<file path="config.mk">
export PLATFORM = sky130hd
export DESIGN_NAME = dbus_sel
export DESIGN_NICKNAME = d
export VERILOG_FILES = /design/src/rtl/dbus_sel_pkg.sv /design/src/rtl/dbus_sel_perf.sv /design/src/rtl/dbus_sel.sv
export SDC_FILE = /design/constraint.sdc
export NUM_CORES = 1
export LEC_CHECK = 0
export BUFFER_PORTS_ARGS = -buffer_cell sky130_fd_sc_hd__buf_4
export CORE_AREA = 5 5 121 123
export DETAILED_ROUTE_END_ITERATION = 10
export DIE_AREA = 0 0 126 128
export PLACE_DENSITY = 0.61
export SETUP_SLACK_MARGIN = 0.3
export SYNTH_ARGS = -nofsm -noshare
export SYNTH_HDL_FRONTEND = slang
export SYNTH_SLANG_ARGS = --single-unit
export TNS_END_PERCENT = 10
</file>
<file path="constraint.sdc">
create_clock -name clk -period 2.44 [get_ports clk]
set_input_delay 0 -clock clk [delete_from_list [all_inputs] [get_ports clk]]
set_output_delay 0 -clock clk [all_outputs]
set_load 0.1 [all_outputs]
</file>
<file path="src/rtl/dbus_sel_pkg.sv">
// Shared types for the data-bus selector: request/response bundles
// and the selector FSM state encoding.
package dbus_sel_pkg;

    typedef struct packed {
        logic        valid;
        logic        is_write;
        logic [3:0]  strobe;
        logic [31:0] data;
        logic [31:0] addr;
    } dbus_req_t;

    typedef struct packed {
        logic        addr_ok;
        logic        data_ok;
        logic [31:0] data;
    } dbus_resp_t;

    typedef enum logic {
        IDLE = 1'b0,
        WAIT = 1'b1
    } sel_state_e;

endpackage

</file>
<file path="src/rtl/dbus_sel_perf.sv">
// Wrapping 32-bit event counter for one dbus_sel path.
// Ports: clk, reset (async, active-high), inc (count enable), cnt (value).
// Only built when DBUS_SEL_PERF_EN is defined.
`ifdef DBUS_SEL_PERF_EN
module dbus_sel_perf (
    input  logic        clk,
    input  logic        reset,
    input  logic        inc,
    output logic [31:0] cnt
);

    logic [31:0] cnt_q;
    logic [31:0] cnt_d;

    // Natural 32-bit overflow gives the wrap to zero.
    always_comb begin
        cnt_d = cnt_q + (inc ? 32'd1 : 32'd0);
    end

    always_ff @(posedge clk or posedge reset) begin
        if (reset) begin
            cnt_q <= '0;
        end else begin
            cnt_q <= cnt_d;
        end
    end

    assign cnt = cnt_q;

endmodule
`endif

</file>
<file path="src/rtl/dbus_sel.sv">
// Routes one data-bus request at a time to the cache or uncached port.
// Ports: clk, reset, dreq/uncached in, dresp out, c_dreq/c_dresp and
// u_dreq/u_dresp downstream; perf_c_cnt/perf_u_cnt with DBUS_SEL_PERF_EN.
module dbus_sel
    import dbus_sel_pkg::*;
(
    input  logic       clk,
    input  logic       reset,
    input  dbus_req_t  dreq,
    input  logic       uncached,
    output dbus_resp_t dresp,
    output dbus_req_t  c_dreq,
    input  dbus_resp_t c_dresp,
    output dbus_req_t  u_dreq,
    input  dbus_resp_t u_dresp
`ifdef DBUS_SEL_PERF_EN
    ,
    output logic [31:0] perf_c_cnt,
    output logic [31:0] perf_u_cnt
`endif
);

    sel_state_e state_q;
    sel_state_e state_d;
    logic       sel_q;
    logic       sel_d;

    always_ff @(posedge clk or posedge reset) begin
        if (reset) begin
            state_q <= IDLE;
            sel_q   <= 1'b0;
        end else begin
            state_q <= state_d;
            sel_q   <= sel_d;
        end
    end

    always_comb begin
        state_d      = state_q;
        sel_d        = sel_q;
        c_dreq       = dreq;
        c_dreq.valid = 1'b0;
        u_dreq       = dreq;
        u_dreq.valid = 1'b0;
        dresp        = '0;

        unique case (state_q)
            IDLE: begin
                if (dreq.valid) begin
                    if (uncached) begin
                        u_dreq.valid = 1'b1;
                        dresp        = u_dresp;
                    end else begin
                        c_dreq.valid = 1'b1;
                        dresp        = c_dresp;
                    end
                    // Accepted but not yet answered: park until data_ok.
                    if (dresp.addr_ok && !dresp.data_ok) begin
                        state_d = WAIT;
                        sel_d   = uncached;
                    end
                end
            end
            WAIT: begin
                // Only the path holding the transaction may complete it.
                if (sel_q) begin
                    dresp.data_ok = u_dresp.data_ok;
                    dresp.data    = u_dresp.data;
                end else begin
                    dresp.data_ok = c_dresp.data_ok;
                    dresp.data    = c_dresp.data;
                end
                if (dresp.data_ok) begin
                    state_d = IDLE;
                end
            end
            default: begin
                state_d = IDLE;
            end
        endcase

        // Handshakes stay quiet for the whole reset pulse.
        if (reset) begin
            c_dreq.valid  = 1'b0;
            u_dreq.valid  = 1'b0;
            dresp.addr_ok = 1'b0;
            dresp.data_ok = 1'b0;
        end
    end

`ifdef DBUS_SEL_PERF_EN
    logic path_u;
    logic inc_c;
    logic inc_u;

    always_comb begin
        path_u = (state_q == IDLE) ? uncached : sel_q;
        inc_c  = dresp.data_ok && !path_u;
        inc_u  = dresp.data_ok && path_u;
    end

    dbus_sel_perf u_perf_c (
        .clk   (clk),
        .reset (reset),
        .inc   (inc_c),
        .cnt   (perf_c_cnt)
    );

    dbus_sel_perf u_perf_u (
        .clk   (clk),
        .reset (reset),
        .inc   (inc_u),
        .cnt   (perf_u_cnt)
    );
`endif

endmodule
</file>
==> Word level (Yosys, flattened, before mapping) <==
Cells that the tools add are included.
{ "word_totals": {"regBits": 2, "inputBits": 141, "output_inout_bits": 174, "wordCells": 27} }
{ "op_classes": {"muxes": 21, "bitwise": 1, "n_reduce_logical": 3} }
{ "op_table": {"columns": ["operator", "n"], "rows": [
  ["$mux W34", 4],
  ["$mux W33", 2],
  ["$pmux W33 S2", 1],
  ["$mux W1", 12],
  ["$reduce_and A3 Y1", 1],
  ["$mux W2", 1],
  ["$pmux W1 S2", 1],
  ["$logic_and A1 B1 Y1", 1],
  ["$logic_not A1 Y1", 1],
  ["$not A1 Y1", 1]
]} }

==> Longest topological paths before layout <==
Gate-level depths: netlist (run 1).
{ "depth": {"word_depth": 8, "mapped_depth": 5, "ltp_nobuf": 3} }

==> Least setup slack after synthesis (run 1) <==
OpenSTA, ideal clock, no wires.
{ "synth_path": {"path_type": "register to output", "from": "register state_q", "to": "output dresp[0] (netlist name)", "arrival_ns": 2.859, "required_ns": 2.440, "setup_slack_ns": -0.419, "stages_incl_launch_ff": 5, "n_path_buf": 2, "cell_sequence": "dfrtp_1 -> buf_6 -> nand2b_4 -> buf_6 -> o21ai_0"} }
{ "synth_rtl": {"columns": ["element", "line_no", "source"], "rows": [
  ["from (decl)", "dbus_sel.sv:23", "sel_state_e state_q;"],
  ["from (signal assigned)", "dbus_sel.sv:33", "state_q <= state_d;"],
  ["to (decl)", "dbus_sel.sv:11", "output dbus_resp_t dresp,"]
]} }

==> results.yml, run 1 <==
yosys:
  synthFlopType: "dfrtp_1"
  synth.yosys.seq_area_share_pct: 2.05
  synth-async-reset-ratio_pct: 100
  synth_edf_count: 0
  ys_ff_latch: 2
  yosysTopAreaCell: "buf_4"
  yosys_warnings: 0
  syn-cell-area_um2: 2440
  synth_fp_nets: 442
  synth.avg_cell_area_um2: 8.12
  syn_inst: 301
  yosysMostFrequentCell: "buf_4"
  synth_top_cells_by_count: "buf_4 (139), nand2_1 (35), mux2i_1 (34), mux2_4 (28), o21ai_1 (28)"
  synth_cell_types: 21
  yosys-top-cells-area: "buf_4 (43%), mux2_4 (17%), mux2i_1 (14%)"
  yosysTopAreaCellShare_pct: 42.7
power_and_ir_drop:
  vdd_drop_max_mv: 0.265
  powerDensity_nw_per_um2: 707
  power_frac_clock_pct: 15.1
  p_leak_nw: 1.17
  pwr-share-seq_pct: 4.5
  internal_power_w: 0.000700
  pwr-share-comb_pct: 80.5
  p_sw_w: 0.000999
  fin_total_pwr_w: 0.00170
  swShare_pct: 58.8
worst_setup_path:
  crit_fanout: 20
  setup.worst_path.end_class: "primary output"
  crit_type: "flop to primary output"
  arrival_ns: 1.86
  rr_startpoint: "sel_q$_DFFE_PP0P_"
  start_kind: "flop"
  critical_path_required_ns: 2.44
  r2r-end: "state_q$_DFF_PP0_"
  rrSetupSlack_ns: 1.27
  reg2regPathDepth: 3
route:
  postRouteAntennaNets: 0
  vias_per_cell: 3.82
  dr.pass1.iters: 4
  drtIter0Drc: 19
  routed_wl_mm: 5.73
  wire_per_inst_um: 13.0
  drc_errors: 0
  via_count: 1686
placed_design:
  dp_hpwl_mm: 4.40
  dp_cells: 436
  gp_congestion: 0.761
  port_buffers: 107
clocking:
  clock_latency_ns: 0.22
  cts.sinks: 2
  numCtsBuffers: 3
  cts_max_path_buffers: 2
  htreeDepth: 1
  ctsResizeCount: 0
  postCtsHoldBufs: 1
  path_clk_slew_ns: 0.03
  cts_tree: "done"
  cts_root_buffer: "clkbuf_16"
  cts_setup_buffers: 0
grt:
  grt_use_total_pct: 6.19
  grt_start_max_net_pins: 39
  antenna_found_initial: 0
  grt_pass1_vias: 1753
  grt_pass1_wl_mm: 8.42
  overflow: 0
run_status:
  status: "finished clean"
layout:
  drive_above_1_share_pct: 58.2
  stdcell_count: 441
  antennaDiodeCount: 0
  nFillCells: 1563
  final_nets: 403
  area_growth_pct: -1.74
floorplan:
  dieWidth_um: 126
  die-area_um2: 16100
  rows: 43
  core_area_um2: 13600
  ios: 315
  die_h_um: 128
  initial_utilization_pct: 18.0
sta:
  relSlewSlack_pct: 57.9
  finalSetupTns_ns: 0
  finalMaxSlewViolations: 0
  skew_ns: 0.00371
  fin_crit_sh_pct: 76.1
  hold_ws_ns: 0.0000483
  rsz0062_at_grt: "no"
  worst_slew_pin_slew_ns: 0.631
  fmax_mhz: 538
  hold_viol: 0
  fin_crit_ns: 1.86
  setup_viol: 0
min_path:
  worstHoldStart: "dreq[2]"
  hold_end: "c_dreq[2]"
  hold_class: "primary input to primary output"
  hold_depth: 0
flow_run:
  maxCapViolCount: 0
flip-flops by register name, summed over array words and instances, names as in the netlist:
register and count:
sel_q 1, state_q 1
cell families (layout without fill, tap and decap cells):
kind of cell           count (synthesis)  in the layout  share of synthesized area (%)
AND/OR/NAND/NOR                       42             42                           8.34
multiplexers                          67             67                           33.4
buffers and inverters                155            115                           48.8
AO/OA/AOI/OAI                         35             35                           7.42
flip-flops                             2              2                           2.05
metrics by stage:
step	cell area, um2	utilization (%)	setup WS, ns
after floorplan	2440	-	-0.419
after global placement	2310	17.1	0.815
after detailed placement	2310	17.1	0.772
after CTS	2400	17.7	0.539
after global routing	2400	17.7	0.478
final	2400	17.7	0.583
worst max-delay path by stage:
stage,start,endpoint,slack (ns),depth (start not counted)
floorplan,state_q$_DFF_PP0_,dresp[0],-0.42,4
global placement,sel_q$_DFFE_PP0P_,dresp[28],0.81,5
detailed placement,sel_q$_DFFE_PP0P_,dresp[23],0.77,5
CTS,sel_q$_DFFE_PP0P_,dresp[24],0.54,5
global route,sel_q$_DFFE_PP0P_,dresp[23],0.48,5
finish,sel_q$_DFFE_PP0P_,dresp[23],0.58,5
cell type report:
| class | count | area [um2] | share of cell area, % |
|---|---|---|---|
| Multi-Input combinational cell | 144 | 1200 | 50.1 |
| Timing Repair Buffer | 110 | 841 | 35.0 |
| Inverter | 1 | 3.75 | 0.156 |
| Clock buffer | 4 | 78.8 | 3.28 |
| Sequential cell | 2 | 51.3 | 2.14 |
| Tap cell | 180 | 225 | 9.38 |
routing by layer:
metal	GRT usage, %	wire length, um	vias to the layer above
met3	2.29	671	46
met2	11.5	2900	104
li1	-	-	777
met5	0	0	-
met4	3.53	273	0
met1	5.79	1880	759
cells in the final DEF (no fill, tap or decap), drive strengths merged, types with 2 or more instances in the layout:
master  netlist  final
buf         153    109
clkbuf        1      4
dfrtp         2      2
mux2         33     33
mux2i        34     34
nand2        35     35
nor3          3      3
nor3b         2      2
o21ai        32     32
power groups by stage:
stage	combinational, W	sequential, W	clock [W]
after floorplan	0.00222	0.0000432	0
after global placement	0.00136	0.0000774	0
after detailed placement	0.00138	0.0000789	0
after CTS	0.00138	0.0000783	0.000259
after global routing	0.00143	0.0000811	0.000263
final	0.00137	0.0000758	0.000256
critical path, stage by stage (launching register included):
cell	delay (ns)
dfrtp_2	0.65
buf_12	0.26
mux2_4	0.31
nand2_1	0.07
o21ai_1	0.07
buf_4	0.25
Note: power is estimated with default switching activity, not from simulation.
==> inputs of run 2 (changes only) <==
--- a/config.mk
+++ b/config.mk
@@ -5,11 +5,12 @@
 export SDC_FILE = /design/constraint.sdc
 export NUM_CORES = 1
 export LEC_CHECK = 0
+export ABC_AREA = 1
 export BUFFER_PORTS_ARGS = -buffer_cell sky130_fd_sc_hd__buf_4
-export CORE_AREA = 5 5 121 123
+export CORE_AREA = 5 5 120 122
 export DETAILED_ROUTE_END_ITERATION = 10
-export DIE_AREA = 0 0 126 128
-export PLACE_DENSITY = 0.61
+export DIE_AREA = 0 0 125 127
+export PLACE_DENSITY = 0.63
 export SETUP_SLACK_MARGIN = 0.3
 export SYNTH_ARGS = -nofsm -noshare
 export SYNTH_HDL_FRONTEND = slang
==> constraint.sdc (replaced) <==
create_clock -name clk -period 1.8 [get_ports clk]
set_input_delay 0 -clock clk [delete_from_list [all_inputs] [get_ports clk]]
set_output_delay 0 -clock clk [all_outputs]
set_load 0.1 [all_outputs]
==> run 2 against run 1 <==
Against the previous run:
- clock skew is 0.0014 ns lower
- non-clock buffer count is 4 higher
- routed wire length is 29% higher
- final area is 13% higher
- largest cell class unchanged
- largest power group unchanged
==> results.yml, run 2 <==
sta:
  skew_ns: 0.00233
  fin_crit_ns: 1.46
  worst_slew_pin_slew_ns: 0.472
  fin_crit_sh_pct: 81.1
  fmax_mhz: 685
  rsz0062_at_grt: "yes"
  finalMaxSlewViolations: 0
  hold_viol: 0
  finalSetupTns_ns: 0
  relSlewSlack_pct: 68.5
  setup_viol: 0
worst_setup_path:
  crit_fanout: 32
  rr_startpoint: "sel_q$_DFFE_PP0P_"
  rrSetupSlack_ns: 0.80
  start_kind: "flop"
  reg2regPathDepth: 3
  critical_path_required_ns: 1.80
  setup.worst_path.end_class: "primary output"
  r2r-end: "state_q$_DFF_PP0_"
  crit_type: "flop to primary output"
  arrival_ns: 1.46
flow_run:
  maxCapViolCount: 0
yosys:
  yosys-top-cells-area: "buf_4 (41%), inv_1 (10%), o21ai_1 (9.5%)"
  synthFlopType: "dfrtp_1"
  syn-cell-area_um2: 2580
  yosysTopAreaCellShare_pct: 41.0
  yosysMostFrequentCell: "buf_4"
  synth_top_cells_by_count: "buf_4 (141), inv_1 (72), nor2_1 (59), o21ai_1 (49), nand2_1 (46)"
  ys_ff_latch: 2
  synth_edf_count: 0
  synth_cell_types: 20
  synth.avg_cell_area_um2: 5.68
  synth-async-reset-ratio_pct: 100
  synth_fp_nets: 595
  yosys_warnings: 0
  syn_inst: 454
  yosysTopAreaCell: "buf_4"
  synth.yosys.seq_area_share_pct: 1.94
floorplan:
  ios: 315
  initial_utilization_pct: 19.7
  rows: 42
  die_h_um: 127
  die-area_um2: 15900
  core_area_um2: 13100
  dieWidth_um: 125
route:
  wire_per_inst_um: 12.5
  drc_errors: 0
  postRouteAntennaNets: 0
  via_count: 2339
  routed_wl_mm: 7.38
  dr.pass1.iters: 4
  vias_per_cell: 3.96
  drtIter0Drc: 42
min_path:
  hold_depth: 0
  worstHoldStart: "dreq[59]"
  hold_class: "primary input to primary output"
  hold_end: "c_dreq[59]"
grt:
  grt_start_max_net_pins: 36
  grt_pass1_vias: 2286
  antenna_found_initial: 0
  grt_pass1_wl_mm: 11.1
  grt_use_total_pct: 8.34
  overflow: 0
power_and_ir_drop:
  pwr-share-comb_pct: 83.9
  vdd_drop_max_mv: 0.381
  internal_power_w: 0.000953
  pwr-share-seq_pct: 3.0
  fin_total_pwr_w: 0.00265
  powerDensity_nw_per_um2: 975
  power_frac_clock_pct: 13.1
  p_leak_nw: 1.57
  swShare_pct: 64.1
  p_sw_w: 0.00170
clocking:
  clock_latency_ns: 0.22
  cts_tree: "done"
  cts_root_buffer: "clkbuf_16"
  cts.sinks: 2
  path_clk_slew_ns: 0.03
  cts_max_path_buffers: 2
  numCtsBuffers: 3
  cts_setup_buffers: 0
  htreeDepth: 1
run_status:
  status: "finished clean"
layout:
  final_nets: 556
  top_regs: "sel_q x1, state_q x1"
  drive_above_1_share_pct: 36.7
  mostFrequentLayoutCells: "buf_4 (92), inv_1 (72), nor2_1 (58)"
  area_growth_pct: 5.34
  final_util_pct: 20.8
  antennaDiodeCount: 0
  final_common_cell: "buf_4"
placed_design:
  gp_congestion: 0.772
  port_buffers: 107
  dp_hpwl_mm: 5.66
run 2: cell families after synthesis:
kind of cell | after synthesis | share of synthesized area [%]
AOI/OAI and AO/OA | 97 | 21.3
buffers and inverters | 232 | 57.2
DFF | 2 | 1.94
and+or+nand+nor | 123 | 19.6
run 2: layer usage:
metal	GRT usage, %	vias to the layer above	wire length (um)
met5	0	-	0
met4	8.04	0	646
met3	4.05	70	964
met2	12.7	129	3140
met1	8.22	986	2630
li1	-	1154	-
run 2: area by class of cell:
class	count	area (um2)
Sequential cell	2	52.6
Fill cell	1520	10400
Clock buffer	4	78.8
Multi-Input combinational cell	220	1070
Inverter	74	278
Timing Repair Buffer	114	1020
Tap cell	176	220
run 2: worst max-delay path by stage:
stage	slack (ns)	endpoint	cells after the start	startpoint
finish	0.34	dresp[13]	5	sel_q$_DFFE_PP0P_
CTS	0.29	dresp[20]	6	state_q$_DFF_PP0_
global placement	0.46	dresp[14]	6	state_q$_DFF_PP0_
detailed placement	0.43	dresp[12]	6	state_q$_DFF_PP0_
floorplan	0.14	c_dreq[69]	1	state_q$_DFF_PP0_
global route	0.25	dresp[32]	7	sel_q$_DFFE_PP0P_
run 2: power groups by stage:
stage / combinational, W / clock (W) / sequential, W
finish: 0.00222 / 0.000348 / 0.0000797
global route: 0.00235 / 0.000359 / 0.0000825
CTS: 0.00215 / 0.000350 / 0.0000709
detailed placement: 0.00209 / 0 / 0.0000714
global placement: 0.00209 / 0 / 0.0000705
floorplan: 0.00310 / 0 / 0.0000665
run 2: through the flow:
stage                     area (um2)  worst slack [ns]  hold WS [ns]  cells
after floorplan                 2590             0.142        -0.259    454
after global placement          2490             0.456       -0.0968    584
after detailed placement        2490             0.431       -0.0964    584
after CTS                       2640             0.289      0.000995    589
after global routing            2720             0.252      0.000176    590
final                           2720             0.340     0.0000483    590
run 2: repair_timing:
item                                    CTS  global route
pin swaps                                 0             0
hold buffers                              1             0
cloned                                    0             1
endpoints found under the setup margin   16            33
resized for setup                        14            14
hold endpoints to repair                  2             0
run 2: worst max-delay path, stage by stage, from the launching register on:
cell     delay (ns)
dfrtp_2        0.44
buf_6          0.20
a21oi_1        0.16
o21ai_0        0.09
nand2_1        0.10
buf_6          0.23
==> inputs of run 3 (changes only) <==
--- a/config.mk
+++ b/config.mk
@@ -5,12 +5,12 @@
 export SDC_FILE = /design/constraint.sdc
 export NUM_CORES = 1
 export LEC_CHECK = 0
-export ABC_AREA = 1
+export ABC_AREA = 0
 export BUFFER_PORTS_ARGS = -buffer_cell sky130_fd_sc_hd__buf_4
-export CORE_AREA = 5 5 120 122
+export CORE_AREA = 5 5 118 120
 export DETAILED_ROUTE_END_ITERATION = 10
-export DIE_AREA = 0 0 125 127
-export PLACE_DENSITY = 0.63
+export DIE_AREA = 0 0 123 125
+export PLACE_DENSITY = 0.65
 export SETUP_SLACK_MARGIN = 0.3
 export SYNTH_ARGS = -nofsm -noshare
 export SYNTH_HDL_FRONTEND = slang
==> constraint.sdc (replaced) <==
create_clock -name clk -period 1.3 [get_ports clk]
set_input_delay 0 -clock clk [delete_from_list [all_inputs] [get_ports clk]]
set_output_delay 0 -clock clk [all_outputs]
set_load 0.1 [all_outputs]
==> run 3 against run 2 <==
Against the previous run:
- the flow now finishes with violations (negative setup slack)
- global-route usage rose by 0.26 points
- combinational power up 53%
- final area up 17%
- clock-buffer cell count stayed put
- critical path type unchanged
- largest cell class unchanged
- largest power group unchanged
==> results.yml, run 3 (synthesized netlist as in run 1, its figures left out) <==
sta:
  worst_slew_pin_slew_ns: 0.322
  finalSetupTns_ns: -5.77
  fin_crit_ns: 1.50
  finalMaxSlewViolations: 0
  relSlewSlack_pct: 77.9
  fin_crit_sh_pct: 115
  hold_viol: 0
  rsz0062_at_grt: "yes"
  setup_viol: 36
  fmax_mhz: 667
  setup_ws_ns: -0.199
  skew_ns: 0.00326
grt:
  grt_pass1_wl_mm: 10.7
  grt_use_total_pct: 8.60
  grt_pass1_vias: 1996
  overflow: 0
  antenna_found_initial: 0
  grt_start_max_net_pins: 26
worst_setup_path:
  start_kind: "flop"
  crit_type: "flop to primary output"
  cp_top_family: "flip-flops"
  path_depth: 5
  crit_fanout: 25
  critPathMostFrequentCell: "buf_12"
  critical_path_required_ns: 1.30
  arrival_ns: 1.50
  setup.worst_path.end_class: "primary output"
  path_buf_inv: 2
  reg2regPathDepth: 5
  crit_chain: "buf_12 > mux2_2 > nand2_1 > o21ai_2 > buf_12"
  cp_slowest_cell: "dfrtp_2"
  cpPeakStageDelay_ns: 0.38
placed_design:
  port_buffers: 107
  dp_hpwl_mm: 5.78
  dp_cells: 441
  dpl-instance-area_um2: 2660
  gp_congestion: 0.677
clocking:
  cts_tree: "done"
  clock_latency_ns: 0.22
  cts_setup_buffers: 0
  cts_root_buffer: "clkbuf_16"
  path_clk_slew_ns: 0.03
  numCtsBuffers: 3
  cts_max_path_buffers: 2
  cts.sinks: 2
  htreeDepth: 1
power_and_ir_drop:
  vdd_drop_max_mv: 0.670
  pwr-share-seq_pct: 2.3
  fin_total_pwr_w: 0.00396
  powerDensity_nw_per_um2: 1240
  p_sw_w: 0.00214
  p_leak_nw: 1.49
  power_frac_clock_pct: 12.1
  pwr-share-comb_pct: 85.5
  swShare_pct: 54.1
  internal_power_w: 0.00182
layout:
  final_nets: 412
  final_area_um2: 3190
  stdcell_count: 446
  top_regs: "sel_q x1, state_q x1"
  multi_input_area_um2: 1520
  mostFrequentLayoutCells: "buf_4 (84), mux2i_1 (34), buf_12 (33)"
  ff_latch_area_um2: 51.3
  antennaDiodeCount: 0
  area_growth_pct: 30.5
  nFillCells: 1362
  final_common_cell: "buf_4"
  drive_above_1_share_pct: 78.5
floorplan:
  core_area_um2: 12900
  die-area_um2: 15400
  rows: 42
  die_h_um: 125
  ios: 315
  dieWidth_um: 123
  initial_utilization_pct: 19.0
route:
  vias_per_cell: 3.90
  drc_errors: 0
  postRouteAntennaNets: 0
  routed_wl_mm: 6.96
  via_count: 1739
  wire_per_inst_um: 15.6
  dr.pass1.iters: 2
  drtIter0Drc: 25
run_status:
  status: "complete, but fails checks"
  failed_checks: "negative setup slack"
min_path:
  hold_class: "primary input to primary output"
  hold_depth: 0
flow_run:
  maxCapViolCount: 0
run 3: cell count changes in the layout (fill, tap and decap cells not counted), moves of 17 or more:
cell and delta:
inv_1 -71, nor2_1 -57, o21ai_1 -49, mux2i_1 +34, nand2_1 -30, mux2_4 +29
buf_12 +26, o21ai_2 +22, a21oi_2 -17
run 3: power by group through the flow:
stage	Clock, W	Sequential [W]	Combinational, W
after global routing	0.000494	0.0000936	0.00354
after CTS	0.000488	0.0000911	0.00336
after detailed placement	0	0.0000916	0.00292
final	0.000481	0.0000925	0.00339
after floorplan	0	0.0000810	0.00435
after global placement	0	0.0000906	0.00288
run 3: per-layer routing:
| metal | vias to the layer above | GRT usage, % | share of wire, % |
|---|---|---|---|
| li1 | 803 | - | - |
| met1 | 770 | 8.34 | 33 |
| met2 | 105 | 14.7 | 48 |
| met3 | 61 | 3.03 | 12 |
| met4 | 0 | 6.71 | 7.6 |
| met5 | - | 0 | 0 |
run 3: final cells by class:
class	count	area share [%]
clock buffers	4	2.47
inverters	1	0.118
multi-input cells	144	47.8
flip-flops and latches	2	1.61
well taps	176	6.90
repair buffers	119	41.1
run 3: metrics by stage:
stage                     worst slack, ns  hold slack [ns]  utilization (%)
final                              -0.199        0.0000536             24.8
after CTS                          -0.222         0.000994             24.4
after global placement            -0.0195          -0.0673             20.7
after global routing               -0.260         0.000216             24.8
after detailed placement          -0.0245          -0.0589             20.7
after floorplan                    -0.442           -0.259                -
run 3: path summary, 6_finish.rpt:
check                                  start                 to  slack, ns
max                        sel_q$_DFFE_PP0P_           dresp[0]      -0.20
min                                 dreq[57]         u_dreq[57]    0.00005
max reg2reg                sel_q$_DFFE_PP0P_  state_q$_DFF_PP0_       0.11
min reg2reg                sel_q$_DFFE_PP0P_  sel_q$_DFFE_PP0P_       0.81
max in group asynchronous              reset  sel_q$_DFFE_PP0P_       0.92
min in group asynchronous              reset  sel_q$_DFFE_PP0P_       0.26
run 3: timing repair:
item,CTS,global route
hold buffers,1,0
resized for setup,99,13
pin swaps,8,2
hold endpoints to repair,2,0
endpoints found under the setup margin,38,38
